### config.mk
export PLATFORM = sky130hd
export DESIGN_NAME = serial_word_receiver
export DESIGN_NICKNAME = d
export VERILOG_FILES = /design/src/rtl/serial_word_receiver.sv
export SDC_FILE = /design/constraint.sdc
export NUM_CORES = 1
export LEC_CHECK = 0
export CELL_PAD_IN_SITES_DETAIL_PLACEMENT = 0
export CELL_PAD_IN_SITES_GLOBAL_PLACEMENT = 2
export CORE_ASPECT_RATIO = 0.9
export CORE_MARGIN = 3
export CORE_UTILIZATION = 34
export DETAILED_ROUTE_END_ITERATION = 10
export GPL_TIMING_DRIVEN = 0
export PLACE_DENSITY = 0.77
export SYNTH_ARGS = -nofsm -noshare
export SYNTH_HDL_FRONTEND = slang
export SYNTH_SLANG_ARGS = --single-unit
### constraint.sdc
create_clock -name clk -period 1.6 [get_ports clk]
set_input_delay 0.32 -clock clk [delete_from_list [all_inputs] [get_ports clk]]
set_output_delay 0.32 -clock clk [all_outputs]
set_load 0.02 [all_outputs]
### src/rtl/serial_word_receiver.sv
// Serial-to-parallel receiver: samples sdi on sample_pulse strobes while cs is high and assembles WIDTH-bit words.
// Latency: a word appears on data_out/data_valid one clk after the edge that sampled its final bit.
// Backpressure: data_out is held until data_ack; a word that completes while one is still pending is dropped and sets overrun.
//
// Ports: clk, reset (async active-high), cs (frame enable), sample_pulse (strobe),
//        sdi (serial data), data_ack (consumer took data_out) ->
//        data_out, data_valid, overrun (sticky), frame_err (pulse), parity_err (pulse), busy.
// Optional feature: define PARITY_CHECK_EN to expect an even-parity bit after each word.
module serial_word_receiver #(
    parameter int WIDTH     = 8,
    parameter bit MSB_FIRST = 1'b1
) (
    input  logic             clk,
    input  logic             reset,
    input  logic             cs,
    input  logic             sample_pulse,
    input  logic             sdi,
    input  logic             data_ack,
    output logic [WIDTH-1:0] data_out,
    output logic             data_valid,
    output logic             overrun,
    output logic             frame_err,
    output logic             parity_err,
    output logic             busy
);

    localparam int CW = (WIDTH > 2) ? $clog2(WIDTH) : 1;

`ifdef PARITY_CHECK_EN
    typedef enum logic [1:0] {IDLE, SHIFT, PARITY} state_t;
`else
    typedef enum logic [1:0] {IDLE, SHIFT} state_t;
`endif

    state_t            state;
    state_t            state_nxt;
    logic [CW-1:0]     count;
    logic [WIDTH-1:0]  sr;
    logic [WIDTH-1:0]  sr_nxt;
    logic              word_done;   // full word sitting in sr, apply accept rules this cycle
    logic              last_bit;
    logic              shift_in;
    logic              in_parity;

    assign last_bit = (count == CW'(WIDTH - 1));
    assign shift_in = cs && sample_pulse && (state == SHIFT);
    assign sr_nxt   = MSB_FIRST ? {sr[WIDTH-2:0], sdi} : {sdi, sr[WIDTH-1:1]};

`ifdef PARITY_CHECK_EN
    assign in_parity = (state == PARITY);
`else
    assign in_parity = 1'b0;
`endif

    assign busy = (state != IDLE) && ((count != '0) || in_parity);

    always_ff @(posedge clk or posedge reset) begin
        if (reset) begin
            state <= IDLE;
        end else begin
            state <= state_nxt;
        end
    end

    always_comb begin
        state_nxt = state;
        case (state)
            IDLE: begin
                if (cs) state_nxt = SHIFT;
            end
            SHIFT: begin
                if (!cs) begin
                    state_nxt = IDLE;
`ifdef PARITY_CHECK_EN
                end else if (sample_pulse && last_bit) begin
                    state_nxt = PARITY;
`endif
                end
            end
`ifdef PARITY_CHECK_EN
            PARITY: begin
                if (!cs)               state_nxt = IDLE;
                else if (sample_pulse) state_nxt = SHIFT;
            end
`endif
            default: state_nxt = IDLE;
        endcase
    end

    always_ff @(posedge clk or posedge reset) begin
        if (reset) begin
            count      <= '0;
            sr         <= '0;
            word_done  <= 1'b0;
            data_out   <= '0;
            data_valid <= 1'b0;
            overrun    <= 1'b0;
            frame_err  <= 1'b0;
            parity_err <= 1'b0;
        end else begin
            frame_err  <= 1'b0;
            parity_err <= 1'b0;
            word_done  <= 1'b0;

            // cs has priority over a coincident strobe; a partial word is abandoned.
            if ((state != IDLE) && !cs) begin
                count     <= '0;
                frame_err <= (count != '0) || in_parity;
            end else if (shift_in) begin
                sr <= sr_nxt;
                if (last_bit) begin
                    count <= '0;
`ifndef PARITY_CHECK_EN
                    word_done <= 1'b1;
`endif
                end else begin
                    count <= count + 1'b1;
                end
`ifdef PARITY_CHECK_EN
            end else if (in_parity && cs && sample_pulse) begin
                // Even parity over data plus parity bit must be zero.
                if (^{sr, sdi}) parity_err <= 1'b1;
                else            word_done  <= 1'b1;
`endif
            end

            // sr may shift again this cycle for a back-to-back word; the load
            // takes the value before that shift.
            if (word_done) begin
                if (!data_valid || data_ack) begin
                    data_out   <= sr;
                    data_valid <= 1'b1;
                end else begin
                    overrun <= 1'b1;
                end
            end else if (data_ack && data_valid) begin
                data_valid <= 1'b0;
                overrun    <= 1'b0;
            end
        end
    end

endmodule

* Word-level counts from Yosys, hierarchy flattened
Index checks and enable logic that the tools add are counted.
** Storage, ports and cells
- Bits in registers :: 25
- Input bits :: 6
- Output and inout port bits :: 13
- Word-level logic and storage cells :: 49
** Operators by class
- Multiplexer cells :: 15
- $add $sub $neg :: 1
- Bitwise logic cells :: 1
- Equality and inequality tests :: 6
- Reductions and logical operators :: 18
** Operators with widths (count)
- 2-bit AND reduction :: 5
- 1-bit two-way mux :: 9
- 3-bit two-way mux :: 3
- 2-bit != test (second input constant) :: 3
- 2-bit nonzero test :: 3
- 1-bit logical AND :: 5
- 2-bit two-way mux :: 2
- 2-bit one-hot mux with 2 select lines :: 1
- 3-bit by 1-bit adder with 3-bit output (second input constant) :: 1
- 3-bit == test (second input constant) :: 1
- 3-bit nonzero test :: 1
- 2-bit by 1-bit == test with 1-bit output (second input constant) :: 1
- 1-bit logical NOT :: 2
- 2-bit logical NOT :: 1
- 2-bit by 1-bit != test with 1-bit output (second input constant) :: 1
- 1-bit logical OR :: 1
- 1-bit inverter :: 1

* Longest topological paths before layout
Gate-level depths: netlist (run 1).
- Word-level depth :: 4
- Gate-level depth with buffers :: 5
- Depth with buffers taken out :: 4

* Worst setup path before layout (run 1)
Ideal clock, no wire load.
- Path type :: register -> register
- From :: register state[0]
- To :: register sr[0]
- Period minus slack after synthesis :: 1415 ps
- Arrival :: 1289 ps
- Stages on the path, launching flop included :: 5
- Library setup time :: 125 ps
- Required time :: 1475 ps
- Path buffers :: 1
- Setup slack :: 185 ps
- Path through :: dfrtp_1 > ha_1 > or2_1 > buf_6 > mux2_4
** On the way
- Cells in the longest elaborated chain, start to end :: 4
- Elaborated cells on any way between the ends :: 6
- Classes of those cells :: 1 x eq/ne; 1 x bitwise; 4 x reduce/logical
** Ends and longest elaborated chain
- from (decl) :: RTL line 35 : state_t state;
- from (signal assigned) :: RTL line 61 : state <= state_nxt;
- 2-bit nonzero test :: RTL line 106 : if ((state != IDLE) && !cs) begin
- 1-bit logical AND :: RTL line 106
- 1-bit inverter (no source line)
- 2-bit AND reduction (no source line) (*)
- to (signal assigned) :: RTL line 110 : sr <= sr_nxt;
- to (decl) :: RTL line 38 : logic [WIDTH-1:0] sr;
Mark *: on every way between the ends. The rest lies on a longest branch, timed or not.
A chain may end at the register's enable or synchronous reset.

* Worst setup path in the final report (run 1)
- From :: register count[0]
- To :: output busy
** On the way
- Cells in the longest elaborated chain, start to end :: 2
** Ends and longest elaborated chain
- from (decl) :: RTL line 37 : logic [CW-1:0] count;
- from (signal assigned) :: RTL line 117 : count <= count + 1'b1;
- 3-bit nonzero test :: RTL line 55 : assign busy = (state != IDLE) && ((count != '0) || in_parity);
- 1-bit logical AND :: RTL line 55
- to (decl) :: RTL line 24 : output logic busy
No other way between the ends.

==> results of run 1 <==
[cell type report]
type                    count  area [um2]
clock inverters             1        30.0
repair buffers             18         169
clock buffers               3        22.5
fillers                   268        1500
well taps                  40        50.0
plain buffers               2        18.8
multi-input cells          41         402
inverters                   6        22.5
flip-flops and latches     24         601
[through the flow]
| stage | TNS, ns | utilization | setup slack (ns) |
|---|---|---|---|
| 2_1_floorplan | 0 | - | 0.185 |
| 5_1_grt | -0.0914 | 0.467 | -0.0914 |
| 4_1_cts | -0.0596 | 0.460 | -0.0596 |
| 6_report | 0 | 0.467 | 0.0123 |
| 3_5_place_dp | -3.98 | 0.444 | -0.359 |
| 3_3_place_gp | -3.93 | 0.444 | -0.340 |
[layer usage]
layer / vias to the layer above / part of all wire
met1: 291 / 0.50
met4: 0 / 0.0093
met3: 2 / 0.058
met5: - / 0
met2: 16 / 0.43
li1: 289 / -
[flip-flops by register name, indices dropped and copies added (netlist names)]
signal	cells
sr	8
word_done	1
data_out	8
count	3
data_valid	1
frame_err	1
state	1
overrun	1
[timing repair]
item	in CTS	in global routing
resized for setup	15	7
setup endpoints to repair	14	3
hold buffers	0	0
setup buffers	1	0
pin swaps	0	1
[worst register-to-register path, cell delays in order, from the launching register on]
cell and delay [ns]:
dfrtp_1 0.45, ha_2 0.23, or2_1 0.24, buf_6 0.16, mux2_4 0.30
[cell families (layout without fill, tap and decap cells)]
kind of cell | count (synthesis) | after routing | synth area share
buf+inv | 8 | 30 | 0.0401
other cells | 1 | 1 | 0.00364
compound gates | 4 | 4 | 0.0194
flops | 24 | 24 | 0.583
simple gates | 13 | 13 | 0.0729
fa+ha+maj | 4 | 4 | 0.0486
mux | 18 | 18 | 0.224
xor+xnor | 1 | 1 | 0.00851
[cells in the final DEF (no fill, tap or decap), drive strengths merged, types with 3 or more instances in the layout]
cell type      netlist  routed
inv                  6       6
dfrtp               24      24
nor2                 3       3
nand2b               3       3
mux2                16      16
clkbuf               0       3
ha                   4       4
buf                  2       4
dlygate4sd2          0      10
clkdlybuf4s50        0       5
[power groups by stage]
stage | clock network, mW | logic (mW) | registers (mW)
after global routing | 0.489 | 0.516 | 0.846
after detailed placement | 0 | 0.427 | 0.846
final | 0.429 | 0.469 | 0.829
after global placement | 0 | 0.418 | 0.845
after floorplan | 0 | 0.327 | 0.826
after CTS | 0.448 | 0.436 | 0.830
[worst min path at each step]
| stage | start | endpoint | cells past startpoint |
|---|---|---|---|
| after CTS | data_out[3] | data_out[3] | 1 |
| after floorplan | reset | count[0] | 1 |
| after global routing | data_out[1] | data_out[1] | 1 |
| after detailed placement | data_out[3] | data_out[3] | 1 |
| after global placement | data_out[7] | data_out[7] | 1 |
| final | reset | overrun | 2 |
==> impl_results.md, run 1 <==
* Status: finished clean
* Reg power frac at 0.480
* Die X at roughly 64 um
* Die height at 58.2 um
* Switching fraction of total power at 0.261
* Max Cap Viol at 0
* Net Sw Power at between 0.4 and 0.5 mW
* CTS sink cnt at 24
* Num ports at 19
* Syn_area_per_cell at about 14 um2
* Top-count cell post-synth: dfrtp_1
* Slew Viols, Final at 0
* Leak at slightly above 0.7 nW
* Finished Layout Cells at 135
* Internal cell power at 1.28 mW
* PwrDens at 1310 nW/um2
* Largest net degree at the start of global routing at 25
* Synth Register Bits at 24
* Placer Congestion at a little under 0.7
* Clk buf depth at 2
* CP peak stage delay at slightly above 0.4 ns
* I/O Buffers at 17
* Worst VDD drop at between 900 and 1000 uV
* Std-Cell Rows at 18
* Flop2flop setup slack at approximately 0.12 ns
* Final min period at 1.59 ns
* Slew margin rel. at 0.396
* Post-synth top flop: dfrtp_1
* Initial Util at 0.366
* First-pass GRT wire length at between 2 and 3 mm
* Clock skew at slightly above 0.005 ns
* DRC Markers at 0
* Yosys warns at 0
* Area delta synth->final at 27.7%
* Ys async rst share at 1.00
* Overall Power at 1.73 mW
* Number of flops mapped to enable cells by yosys at 0
* Synth area leaders: dfrtp_1, mux2_4, mux2_2
* Arr. time, crit path at 1.27 ns
* R2r startpoint: state[0]
* Fmax at 630 MHz
* DRT iter0 DRCs at 15
* Hold WS at between 0.4 and 0.5 ns
* WP depth at 5
* CP Buf/Inv Count at 2
* Post-DP HPWL at 1.07 mm
* Post-layout nets at 106
* Vias/cell at between 4 and 5
* Antenna Cells at 0
* CTS Buf Count at 3
* Netlist cell types at 20
* Mapped Cells at 73
* Comb power frac at 0.272
* Initial antenna violation count at 0
* Critical path startpoint: count[0]
* Type of the most critical hold path: in -> async
* Register area share after synthesis at 0.583
* Commonest cells in the netlist: dfrtp_1, mux2_2, mux2_4
* Critical Path End Type: output port
* Finished Cell Area at roughly 1300 um2
* Vias in the first global route at 590
* Unrepaired setup endpoints after global routing: true
* Core area at ~2800 um2
* Via Count at 598
* Clock insertion delay at the later pin of the skew report at slightly above 0.3 ns
* Master of the slowest instance on the critical path: dfrtp_1
* Antenna viol nets, final at 0
* CP endpoint: busy
* Crit Path Category: reg -> out
* Tot GR Track Use at 0.0940
* FF-to-FF End: sr[0]
* First-pass iteration count of the detailed router at 4
* Final wirelength at ~1.5 mm
* Die area at between 3000 and 4000 um2
* GRT overflow at 0
* Synthesized cell area at 1030 um2
* CP max FO at 2
* Syn_nets at 83
* Yosys top cell area share at 0.583
* Worst Tran Pin Value at slightly above 0.9 ns
* Final hold violations at 0
* M2 GR Usage at 0.138
* Worst EP required at ~1.3 ns
* Post-Place Cells at 130
* Synth area leader: dfrtp_1
* Htree depth at 1
* Critical Path Start Type: flip-flop
* Met1 usage at 0.127
* Wire per inst at between 10 and 15 um
* Layout cells sized above 1 at 0.316
* Top delay family on crit path: flip-flops
* Final setup viols at 0
* Met3 Use GR at 0.0388
* Cell Chain, Critical Path: inv_1 > ha_1 > nand2b_1 > and2_4 > buf_6
* Clk pwr share at 0.248
* Post-DP Area at between 1000 and 1500 um2
* Gr busiest metal: met2
* Root buffer cell: clkbuf_4
* Final period util at 0.992
* CTS tree: done
* Worst-case reg-to-reg path depth at 4
* Worst-path clk slew at roughly 0.13 ns
Note: power is estimated with default switching activity, not from simulation.
==> run 2, diff against run 1 <==
CORE_ASPECT_RATIO = 1.1   (was 0.9)
CORE_UTILIZATION = 41   (was 34)
DONT_BUFFER_PORTS = 1   (was not set)
PLACE_DENSITY = 0.76   (was 0.77)
==> run 2 against run 1 <==
Compared with the run above:
- clock-buffer cell count did not move
- critical endpoint is now count[0]
- first-iteration DRC count fell by 93%
- combinational power fell by 9.2%
- largest cell class unchanged
==> impl_results.md, run 2 (synthesis gave the netlist of run 1 again) <==
* Most common cell after layout, fill and taps aside: dfrtp_1 (unchanged)
* Placer Congestion at 0.662 (was 0.683)
* Post-DP Area at 1070 um2 (was 1250 um2)
* Worst-case reg-to-reg path depth at 5 (was 4)
* DRC Markers at 0 (unchanged)
* Type of the most critical hold path: in -> async (unchanged)
* Initial antenna violation count at 0 (unchanged)
* Num ports at 19 (unchanged)
* Final wirelength at 1.40 mm (was 1.50 mm)
* Layout cells sized above 1 at 0.367 (was 0.316)
* CP peak stage delay at 0.46 ns (was 0.41 ns)
* Arr. time, crit path at 1.80 ns (was 1.27 ns)
* Critical Path Start Type: flip-flop (unchanged)
* CP max FO at 3 (was 2)
* Initial Util at 0.444 (was 0.366)
* Wire per inst at 12.9 um (was 11.1 um)
* Core area at 2320 um2 (was 2820 um2)
* Vias in the first global route at 563 (was 590)
* Worst EP required at 1.84 ns (was 1.28 ns)
* Most frequent cells in the layout: dfrtp_1, mux2_2, mux2_4 (was dfrtp_1, dlygate4sd2_1, mux2_2, mux2_4, inv_1)
* CTS tree: done (unchanged)
* Leak at 0.603 nW (was 0.720 nW)
* Worst-path clk slew at 0.13 ns (about the same)
* First-pass GRT wire length at 2.38 mm (was 2.66 mm)
* Crit Path Category: reg -> reg (was reg -> out)
* Status: finished clean (unchanged)
* Fin util at 0.492 (was 0.467)
* PwrDens at 1480 nW/um2 (was 1310 nW/um2)
* CTS Buf Count at 3 (unchanged)
* Post-layout nets at 90 (was 106)
* Finished Layout Cells at 109 (was 135)
* CTS sink cnt at 24 (unchanged)
* Antenna Cells at 0 (unchanged)
* Max Cap Viol at 0 (unchanged)
* Worst VDD drop at 918 uV (was 937 uV)
* DRT iter0 DRCs at 1 (was 15)
* Post-Place Cells at 103 (was 130)
* Via Count at 527 (was 598)
* Cell Chain, Critical Path: buf_4 > ha_1 > ha_1 > or3_2 > a21oi_2 (was inv_1 > ha_1 > nand2b_1 > and2_4 > buf_6)
* CP Buf/Inv Count at 1 (was 2)
* Largest net degree at the start of global routing at 25 (unchanged)
* DP Worst Slack at 0.110 ns (was -0.359 ns)
* Master of the slowest instance on the critical path: or3_2 (was dfrtp_1)
* Slew margin rel. at 0.430 (was 0.396)
* Biggest regs: data_out (8), sr (8), count (3) (unchanged)
* Antenna viol nets, final at 0 (unchanged)
* FF-to-FF End: count[0] (was sr[0])
* I/O Buffers at 0 (was 17)
* Area delta synth->final at 10.9% (was 27.7%)
* Overall Power at 1.69 mW (was 1.73 mW)
* Final setup viols at 0 (unchanged)
* Most common cell on crit path: ha_1
* Root buffer cell: clkbuf_4 (unchanged)
* Std-Cell Rows at 18 (unchanged)
* Final min period at 1.55 ns (was 1.59 ns)
* Flop2flop setup slack at 0.05 ns (was 0.12 ns)
* First-pass iteration count of the detailed router at 2 (was 4)
* Clk buf depth at 2 (unchanged)
* Clock insertion delay at the later pin of the skew report at 0.31 ns (about the same)
* Die area at 3150 um2 (was 3730 um2)
* Fill cell total of the finished layout at 233 (was 268)
* Hold WS at 0.0572 ns (was 0.494 ns)
* Die X at 53.8 um (was 64.0 um)
* Post-DP HPWL at 999 um (was 1.07 mm)
* Clock skew at 0.00891 ns (was 0.00508 ns)
* Die height at 58.6 um (was 58.2 um)
* Vias/cell at 4.83 (was 4.43)
* Tot GR Track Use at 0.106 (was 0.0940)
* Post-CTS Hold Buffers at 0 (unchanged)
* Final period util at 0.972 (was 0.992)
* Worst setup margin at 0.0456 ns (was 0.0123 ns)
* Finished Cell Area at 1140 um2 (was 1320 um2)
* Total negative slack at 0 ns (unchanged)
* GRT overflow at 0 (unchanged)
* Top delay family on crit path: simple AND/OR/NAND/NOR gates (was flip-flops)
* R2r startpoint: count[0] (was state[0])
* Final hold violations at 0 (unchanged)
* Worst Tran Pin Value at 0.854 ns (was 0.905 ns)
* Htree depth at 1 (unchanged)
* Critical Path End Type: flip-flop (was output port)
* Slew Viols, Final at 0 (unchanged)
* Fmax at 643 MHz (was 630 MHz)
[run 2: area by class of cell]
cell class | instances | area [um2] | area share
clock inverters | 1 | 30.0 | 0.0263
well taps | 30 | 37.5 | 0.0329
plain buffers | 2 | 18.8 | 0.0164
multi-input cells | 41 | 395 | 0.346
clock buffers | 3 | 22.5 | 0.0197
repair buffers | 2 | 15.0 | 0.0131
inverters | 6 | 22.5 | 0.0197
flip-flops and latches | 24 | 601 | 0.526
[run 2: worst max-delay path by stage]
stage             start  endpoint  slack [ns]  cells past startpoint
6_report       count[0]  count[0]        0.05                      5
5_1_grt        count[0]  count[0]      -0.008                      5
4_1_cts        count[1]      busy        0.02                      4
3_5_place_dp   state[0]     sr[5]        0.11                      4
3_3_place_gp   state[0]     sr[5]        0.11                      4
2_1_floorplan  state[0]     sr[0]        0.19                      4
[run 2: power breakdown]
group	switching, mW	leakage (nW)	internal, mW	total (mW)
sequential	0.104	0.317	0.732	0.836
clock	0.172	0.0279	0.253	0.425
combinational	0.166	0.257	0.261	0.426
total	0.441	0.603	1.25	1.69
[run 2: worst register-to-register path, delay by kind of cell, from the launching register on]
| kind | cells | cell delay, ns |
|---|---|---|
| simple gates | 1 | 0.46 |
| flops | 1 | 0.40 |
| fa+ha+maj | 2 | 0.37 |
| buf+inv | 1 | 0.14 |
| compound gates | 1 | 0.12 |
[run 2: routing by layer]
| metal | track usage | part of all wire | up-vias | wire length [um] |
|---|---|---|---|---|
| met5 | 0 | 0 | - | 0 |
| met4 | 0.0657 | 0.019 | 0 | 27 |
| met3 | 0.0278 | 0.065 | 4 | 91 |
| met2 | 0.152 | 0.44 | 16 | 623 |
| met1 | 0.141 | 0.47 | 255 | 661 |
| li1 | - | - | 252 | - |
[run 2: what timing repair did]
action                                  CTS  global route
cloned                                    0             0
setup buffers                             1             1
resized for setup                         0             3
endpoints found under the setup margin    1             2
==> run 3, diff against run 2 <==
RECOVER_POWER = 100   (was not set)
==> results of run 3 <==
The final DEF is identical to that of run 2; final timing and power are the same.
